**config.mk**
```make
export PLATFORM = sky130hd
export DESIGN_NAME = pulse_stretcher_flat
export DESIGN_NICKNAME = d
export VERILOG_FILES = /design/src/rtl/usb_drv_pkg.sv /design/src/rtl/pulse_stretcher_if.sv /design/src/rtl/pulse_stretch_chan.sv /design/src/rtl/pulse_stretcher.sv /design/src/flat_wrapper.sv
export SDC_FILE = /design/constraint.sdc
export NUM_CORES = 1
export LEC_CHECK = 0
export ABC_AREA = 1
export BUFFER_PORTS_ARGS = -buffer_cell sky130_fd_sc_hd__clkbuf_2
export CAP_MARGIN = 30
export CORE_MARGIN = 1.5
export CORE_UTILIZATION = 57
export CTS_CLUSTER_DIAMETER = 50
export DETAILED_ROUTE_END_ITERATION = 7
export PLACE_DENSITY = 0.83
export SYNTH_ARGS = -nofsm -noshare
export SYNTH_HDL_FRONTEND = slang
export SYNTH_SLANG_ARGS = --single-unit
```
**constraint.sdc**
```tcl
create_clock -name clk -period 1.7 [get_ports clk]
set_input_delay 0.17 -clock clk [delete_from_list [all_inputs] [get_ports clk]]
set_output_delay 0.17 -clock clk [all_outputs]
set_load 0.005 [all_outputs]
```
**src/rtl/usb_drv_pkg.sv**
```systemverilog
// Shared USB-driver constants and the pulse stretcher channel state type.
package usb_drv_pkg;

    localparam int PS_WIDTH_DEF = 5;
    localparam int PS_CNT_W_DEF = 16;

    // A channel is ACTIVE exactly when its hold counter is non-zero.
    typedef enum logic {
        CH_IDLE   = 1'b0,
        CH_ACTIVE = 1'b1
    } ch_state_t;

endpackage

```
**src/rtl/pulse_stretcher_if.sv**
```systemverilog
// Trigger/level bundle between event logic (master) and the pulse stretcher (slave).
interface pulse_stretcher_if
    import usb_drv_pkg::*;
#(
    parameter int WIDTH = PS_WIDTH_DEF,
    parameter int CNT_W = PS_CNT_W_DEF
);

    logic [WIDTH-1:0] pulse;
    logic [CNT_W-1:0] hold_len;
    logic [WIDTH-1:0] level;
    logic [WIDTH-1:0] done;
    logic [WIDTH-1:0] overrun;
    logic             busy;

    modport master (
        output pulse, hold_len,
        input  level, done, overrun, busy
    );

    modport slave (
        input  pulse, hold_len,
        output level, done, overrun, busy
    );

endinterface

```
**src/rtl/pulse_stretch_chan.sv**
```systemverilog
// One stretcher channel: hold counter with registered level, done and overrun flags.
// Build option PULSE_STRETCHER_RETRIG_EN: triggers while mid-hold reload instead of being flagged.
module pulse_stretch_chan
    import usb_drv_pkg::*;
#(
    parameter int CNT_W = PS_CNT_W_DEF
) (
    input  logic             clk,
    input  logic             rst_n,
    input  logic             pulse,
    input  logic [CNT_W-1:0] len,
    output logic             level,
    output logic             done,
    output logic             overrun
);

    localparam logic [CNT_W-1:0] ONE = CNT_W'(1);

    logic [CNT_W-1:0] cnt;
    logic [CNT_W-1:0] cnt_next;
    logic             done_next;
    logic             overrun_next;
    ch_state_t        state;

    assign state = (cnt != '0) ? CH_ACTIVE : CH_IDLE;

    always_ff @(posedge clk or negedge rst_n) begin
        if (!rst_n) begin
            cnt     <= '0;
            level   <= 1'b0;
            done    <= 1'b0;
            overrun <= 1'b0;
        end else begin
            cnt     <= cnt_next;
            level   <= (cnt_next != '0);
            done    <= done_next;
            overrun <= overrun_next;
        end
    end

    // A trigger on the last high cycle always chains seamlessly, so done only fires on a real fall.
    always_comb begin
        cnt_next     = cnt;
        done_next    = 1'b0;
        overrun_next = 1'b0;
        case (state)
            CH_IDLE: begin
                if (pulse) cnt_next = len;
            end
            CH_ACTIVE: begin
`ifdef PULSE_STRETCHER_RETRIG_EN
                if (pulse) begin
                    cnt_next = len;
                end else begin
                    cnt_next  = cnt - ONE;
                    done_next = (cnt == ONE);
                end
`else
                if (pulse && cnt == ONE) begin
                    cnt_next = len;
                end else begin
                    cnt_next     = cnt - ONE;
                    done_next    = (cnt == ONE);
                    overrun_next = pulse;
                end
`endif
            end
            default: cnt_next = '0;
        endcase
    end

endmodule

```
**src/rtl/pulse_stretcher.sv**
```systemverilog
// Multi-channel pulse stretcher: WIDTH independent channels sharing one hold length.
// Build option PULSE_STRETCHER_RETRIG_EN selects retrigger vs. overrun on mid-hold pulses.
module pulse_stretcher
    import usb_drv_pkg::*;
#(
    parameter int WIDTH = PS_WIDTH_DEF,
    parameter int CNT_W = PS_CNT_W_DEF
) (
    input  logic              clk,
    input  logic              rst_n,
    pulse_stretcher_if.slave  bus
);

    logic [CNT_W-1:0] eff_len;
    logic [WIDTH-1:0] level_vec;
    logic [WIDTH-1:0] done_vec;
    logic [WIDTH-1:0] overrun_vec;

    // A zero length would never leave IDLE sensibly, so it is promoted to one cycle.
    assign eff_len = (bus.hold_len == '0) ? CNT_W'(1) : bus.hold_len;

    for (genvar i = 0; i < WIDTH; i++) begin : g_chan
        pulse_stretch_chan #(
            .CNT_W (CNT_W)
        ) u_chan (
            .clk     (clk),
            .rst_n   (rst_n),
            .pulse   (bus.pulse[i]),
            .len     (eff_len),
            .level   (level_vec[i]),
            .done    (done_vec[i]),
            .overrun (overrun_vec[i])
        );
    end

    assign bus.level   = level_vec;
    assign bus.done    = done_vec;
    assign bus.overrun = overrun_vec;
    assign bus.busy    = |level_vec;

endmodule

```
**src/flat_wrapper.sv**
```systemverilog
// flat-port wrapper written by rule: the top's interface ports become plain ports
module pulse_stretcher_flat import usb_drv_pkg::*;
#(
    parameter int WIDTH = PS_WIDTH_DEF,
    parameter int CNT_W = PS_CNT_W_DEF
)
  (clk, rst_n, bus_pulse, bus_hold_len, bus_level, bus_done, bus_overrun, bus_busy);
  pulse_stretcher_if #(.WIDTH(WIDTH), .CNT_W(CNT_W)) bus_i ();
  input  logic clk;
  input  logic rst_n;
  input wire logic [$bits(bus_i.pulse)-1:0] bus_pulse;
  input wire logic [$bits(bus_i.hold_len)-1:0] bus_hold_len;
  output wire logic [$bits(bus_i.level)-1:0] bus_level;
  output wire logic [$bits(bus_i.done)-1:0] bus_done;
  output wire logic [$bits(bus_i.overrun)-1:0] bus_overrun;
  output wire logic [$bits(bus_i.busy)-1:0] bus_busy;
  assign bus_i.pulse = bus_pulse;
  assign bus_i.hold_len = bus_hold_len;
  assign bus_level = bus_i.level;
  assign bus_done = bus_i.done;
  assign bus_overrun = bus_i.overrun;
  assign bus_busy = bus_i.busy;
  pulse_stretcher #(.WIDTH(WIDTH), .CNT_W(CNT_W)) u_core (.clk(clk), .rst_n(rst_n), .bus(bus_i));
endmodule
```
==> metrics.md, run 1 <==
| Metric | Value |
|---|---|
| Synth Area in XOR/XNOR | `1.72%` |
| Largest cells by area after synthesis | `dfrtp_1, nand2_1, nand3_1` |
| CTS Root Cell | `clkbuf_16` |
| H-Tree Depth | `3` |
| Yosys top cell area share | `31.1%` |
| Yosys warnings | `0` |
| Adder-cell share of the synthesized area | `1.64%` |
| Die height | `119 µm` |
| Most area-hungry cell type in the Yosys netlist | `dfrtp_1` |
| DP HPWL | `20.9 mm` |
| Post-synthesis mux area share | `0%` |
| Synth Area in Compound Gates | `under 10%` |
| FP Rows | `42` |
| Post-synth cell types | `39` |
| Longest Clk Path Bufs | `2` |
| Largest family of logic cells by synthesized area | `simple AND/OR/NAND/NOR gates` |
| Fail Step | `global routing (5_1_grt)` |
| Mapped Area | `between 7000 and 8000 µm²` |
| Status | `aborted with a tool error` |
| PortBufs | `38` |
| Async S/R FF share, synth | `100%` |
| Initial Util | `58.0%` |
| RD Place Congestion | `0.992` |
| Worst endpoint type | `register input` |
| Avg Synthesized Cell Area | `6.47 µm²` |
| First Err | `[ERROR GRT-0232] Routing congestion too high. Check the congestion heatmap in the GUI.` |
| Post-Synthesis Net Count | `1214` |
| Largest net degree at the start of global routing | `39` |
| GRT Util Overall | `78.0%` |
| Prevailing post-synth register cell | `dfrtp_1` |
| Ports | `39` |
| Post-synthesis simple-gate area fraction | `~45%` |
| Die Wd | `119 µm` |
| Total gr overflow | `51` |
| Worst slack, placed | `-0.280 ns` |
| Worst-path endpoint after global-route repair_timing | `u_core.g_chan[3].u_chan.level$_DFF_PN0_/D` |
| Post-synth EDFFs | `0` |
| Synth Instances | `1181` |
| Sequential share of the synthesized area | `just over 30%` |
| CTS buffer count | `9` |
| Yosys reg bits | `95` |
| Area post-placement | `10000 µm²` |
| CTS sink cnt | `95` |
metal layers:
layer  track usage (%)  GRT overflow
met2              94.3            26
met1              81.0             2
met5              17.6             0
met4              78.8            23
met3              59.1             0
repair_timing:
action,4_1_cts
endpoints found under the setup margin,48
hold buffers,1
pin swaps,72
gates resized for setup,156
gates cloned,3
buffers inserted,43
hold endpoints to repair,19
logic make-up after synthesis:
kind of cell	count (synthesis)
AO/OA/AOI/OAI	131
XOR/XNOR	15
adder cells (fa/ha/maj)	10
buffers and inverters	192
flip-flops	95
AND/OR/NAND/NOR	738
Yosys cell counts, drive strengths merged, types with 11 or more instances:
cell type	count
nand2	362
nor2	193
inv	148
nand3	138
dfrtp	95
o21ai	70
a21oi	40
buf	27
nand4	25
o211ai	17
clkbuf	13
nor3	11
per-stage QoR:
| step | setup TNS [ns] | instances |
|---|---|---|
| after global placement | -1.40 | 1633 |
| after detailed placement | -3.35 | 1633 |
| after floorplan | -0.0701 | 1181 |
| after CTS | -1.52 | 1692 |
==> inputs of run 2 (changes only) <==
--- a/config.mk
+++ b/config.mk
@@ -9,10 +9,9 @@
 export BUFFER_PORTS_ARGS = -buffer_cell sky130_fd_sc_hd__clkbuf_2
 export CAP_MARGIN = 30
 export CORE_MARGIN = 1.5
-export CORE_UTILIZATION = 57
-export CTS_CLUSTER_DIAMETER = 50
+export CORE_UTILIZATION = 40
 export DETAILED_ROUTE_END_ITERATION = 7
-export PLACE_DENSITY = 0.83
+export PLACE_DENSITY_LB_ADDON = 0.15
 export SYNTH_ARGS = -nofsm -noshare
 export SYNTH_HDL_FRONTEND = slang
 export SYNTH_SLANG_ARGS = --single-unit
==> constraint.sdc (replaced) <==
create_clock -name clk -period 2.2 [get_ports clk]
set_input_delay 0.22 -clock clk [delete_from_list [all_inputs] [get_ports clk]]
set_output_delay 0.22 -clock clk [all_outputs]
set_load 0.005 [all_outputs]
==> metrics.md, run 2 <==
| Metric | Value |
|---|---|
| Status | `finished clean` |
| Top reg by flops | `u_core.g_chan.u_chan.cnt` |
| Critical Path Max Stage Delay | `0.47 ns` |
| DR vias/cell | `5.27` |
| Post-Layout Cell Count | `1512` |
| PwrDens | `around 690 nW/µm²` |
| Hold_sp | `bus_pulse[2]` |
| Drt total wl | `25.8 mm` |
| Unrepaired setup endpoints after global routing | `yes` |
| CTS sink cnt | `95 (unchanged)` |
| Die height | `141 µm (+19%)` |
| CP arrival | `2.36 ns` |
| H-Tree Depth | `3 (unchanged)` |
| Number of flip-flops in the largest register | `80` |
| Longest Clk Path Bufs | `2 (unchanged)` |
| Routed Antenna Nets | `0` |
| Data required, critical path | `2.50 ns` |
| DRC viols | `0` |
| Nets | `1306` |
| Slew @ Worst Pin | `0.616 ns` |
| Post-Synthesis Net Count | `1214 (unchanged)` |
| Area Overhead vs Synth | `16.4%` |
| Worst setup margin | `0.135 ns` |
| Startpoint types | `register` |
| Hold path cells | `2` |
| Most frequent cells in the layout | `nand2_1, nor2_1, inv_1` |
| Hold Vio Cnt, Final | `0` |
| RD Place Congestion | `0.941 (-5.1%)` |
| Critical path's top delay family | `simple AND/OR/NAND/NOR gates` |
| Slowest CP cell | `nor4_1` |
| Crit share post-route | `between 90% and 100%` |
| R2R setup slack | `between 0.1 and 0.15 ns` |
| Fraction of layout cells with a size suffix above 1 | `19.0%` |
| Initial antenna violation count | `0` |
| Clock Skew | `0.00740 ns` |
| Drt pass-1 iters | `5` |
| Bufs and invs on worst path | `3` |
| Sw frac | `39.8%` |
| Critical path class | `reg2reg` |
| Async S/R FF share, synth | `100% (unchanged)` |
| Yosys top cell area share | `31.1% (unchanged)` |
| Largest cells by area after synthesis | `dfrtp_1, nand2_1, nand3_1` |
| Routed len/inst | `17.0 µm` |
| Post-synth cell types | `39 (unchanged)` |
| Cells after DPL | `1476 (-9.6%)` |
| Synth top cells by count | `nand2_1, nor2_1, inv_1, nand3_1, dfrtp_1` |
| Sequential fraction of design power | `39.2%` |
| GRT Util Overall | `a little over a quarter` |
| Worst relative slew slack | `58.5%` |
| Synth Instances | `1181 (unchanged)` |
| Mapped Area | `7650 µm² (unchanged)` |
| CP endpoint kind | `register` |
| Int Power | `3.69 mW` |
| Initial Util | `40.9% (-17 points)` |
| Switch Pwr | `2.44 mW` |
| Setup TNS | `0 ns` |
| Period minus WS final | `2.06 ns` |
| Total gr overflow | `0` |
| FP Rows | `50 (+19%)` |
| Fin Hold WS | `0.226 ns` |
| Util after Layout | `roughly 48%` |
| Yosys warnings | `0 (unchanged)` |
| Multi-input logic area | `4520 µm²` |
| PortBufs | `38 (unchanged)` |
| Worst skew pair latency | `around 0.36 ns` |
| Register area | `2380 µm²` |
| Peak VDD IR | `about 410 µV` |
| Worst hold path class | `in2reg` |
| Avg Synthesized Cell Area | `6.47 µm² (unchanged)` |
| LEAKAGE | `4.61 nW` |
| Tot Pwr | `6.12 mW` |
| # fillers | `1904` |
| Share of total power in the clock network | `27.0%` |
| Worst R2R End | `u_core.g_chan[2].u_chan.level` |
| Die area | `20000 µm²` |
| Prevailing post-synth register cell | `dfrtp_1` |
| CTS buffer count | `9 (unchanged)` |
| Max_cap viols | `0` |
| DR iter-0 viols | `866` |
| Logic pwr share | `33.7%` |
| Worst Hold Path EP | `u_core.g_chan[2].u_chan.done` |
| Final instance area | `roughly 9000 µm²` |
| Max Fanout on Critical Path | `5` |
| Commonest non-fill, non-tap cell in the layout | `nand2_1` |
| Area post-placement | `8360 µm² (-17%)` |
| Sequential share of the synthesized area | `31.1% (unchanged)` |
| Post-synth EDFFs | `0 (unchanged)` |
| Final Max Slew Viols | `0` |
| Yosys reg bits | `95 (unchanged)` |
| Die Wd | `141 µm (+19%)` |
| R2r worst-path depth | `11` |
| Worst slack, placed | `0.0686 ns (+0.348 ns)` |
| Crit-path cells | `inv_1 -> ha_2 -> nand2_1 -> nor2_4 -> buf_4 -> inv_1 -> nor4_1 -> a21oi_2 -> nand3_1 -> nor2_1 -> nand3_1` |
| Most area-hungry cell type in the Yosys netlist | `dfrtp_1` |
| Largest net degree at the start of global routing | `39` |
| Worst r2r src | `u_core.g_chan[2].u_chan.cnt[0]` |
| Core Region | `18700 µm²` |
| CTS Root Cell | `clkbuf_16` |
| CTS tree | `yes` |
| Number of global-route vias before repair | `7183` |
| Top-count cell post-synth | `nand2_1` |
| DP HPWL | `19.4 mm (-6.8%)` |
| Ant. Diodes | `0` |
| Ports | `39 (unchanged)` |
| Clock transition at path regs | `0.07 ns` |
| First-pass GRT wire length | `40.9 mm` |
| Setup violators final | `0` |
| Vias | `around 8000` |
| FMAX | `around 0.48 GHz` |
[run 2: cell counts after synthesis]
Identical to the previous run, type by type.
[run 2: worst max path at each step]
stage | from | end | cells past startpoint
floorplan | u_core.g_chan[2].u_chan.cnt[0] | u_core.g_chan[2].u_chan.level | 12
global placement | u_core.g_chan[2].u_chan.cnt[0] | u_core.g_chan[2].u_chan.level | 12
detailed placement | u_core.g_chan[0].u_chan.cnt[0] | u_core.g_chan[0].u_chan.level | 11
CTS | u_core.g_chan[0].u_chan.cnt[0] | u_core.g_chan[0].u_chan.level | 11
global route | u_core.g_chan[0].u_chan.cnt[1] | u_core.g_chan[0].u_chan.level | 14
finish | u_core.g_chan[2].u_chan.cnt[0] | u_core.g_chan[2].u_chan.level | 11
[run 2: metal layers]
layer | vias up | GRT usage (%) | share of wire (%)
met5 | - | 0 | 0
li1 | 3961 | - | -
met1 | 3685 | 37.9 | 46
met4 | 0 | 9.10 | 2.2
met2 | 284 | 42.0 | 45
met3 | 39 | 4.15 | 6.8
[run 2: what timing repair did]
action                                  4_1_cts  5_1_grt
endpoints found under the hold margin        35        0
hold buffers                                  1        0
endpoints found under the setup margin        0        5
gates resized for setup                       0       38
setup buffers                                 0       19
[run 2: layout make-up]
| cell class | instances | area share (%) |
|---|---|---|
| Clock buffer | 11 | 2.73 |
| Clock inverter | 5 | 0.647 |
| Inverter | 152 | 6.49 |
| Multi-Input combinational cell | 894 | 50.7 |
| Sequential cell | 95 | 26.7 |
| Tap cell | 234 | 3.29 |
| Timing Repair Buffer | 121 | 9.42 |
[run 2: worst register-to-register path: cells and delay by family (launching register included)]
kind	cells	cell delay (ns)
AND/OR/NAND/NOR	6	0.99
flip-flops	1	0.42
buffers and inverters	3	0.30
adder cells (fa/ha/maj)	1	0.23
AO/OA/AOI/OAI	1	0.09
[run 2: logic make-up after synthesis]
kind of cell	count (synthesis)	share of synthesized area (%)
simple gates	738	45.3
fa+ha+maj	10	1.64
xor+xnor	15	1.72
buf+inv	192	10.9
flops	95	31.1
compound gates	131	9.39
[run 2: power by group through the flow]
stage	sequential, mW	combinational [mW]	clock (mW)
after floorplan	2.33	1.45	0
after global routing	2.46	2.35	1.78
after detailed placement	2.42	2.01	0
after CTS	2.39	2.01	1.69
after global placement	2.43	2.02	0
final	2.40	2.06	1.66
Power figures use the tool's default switching activity.
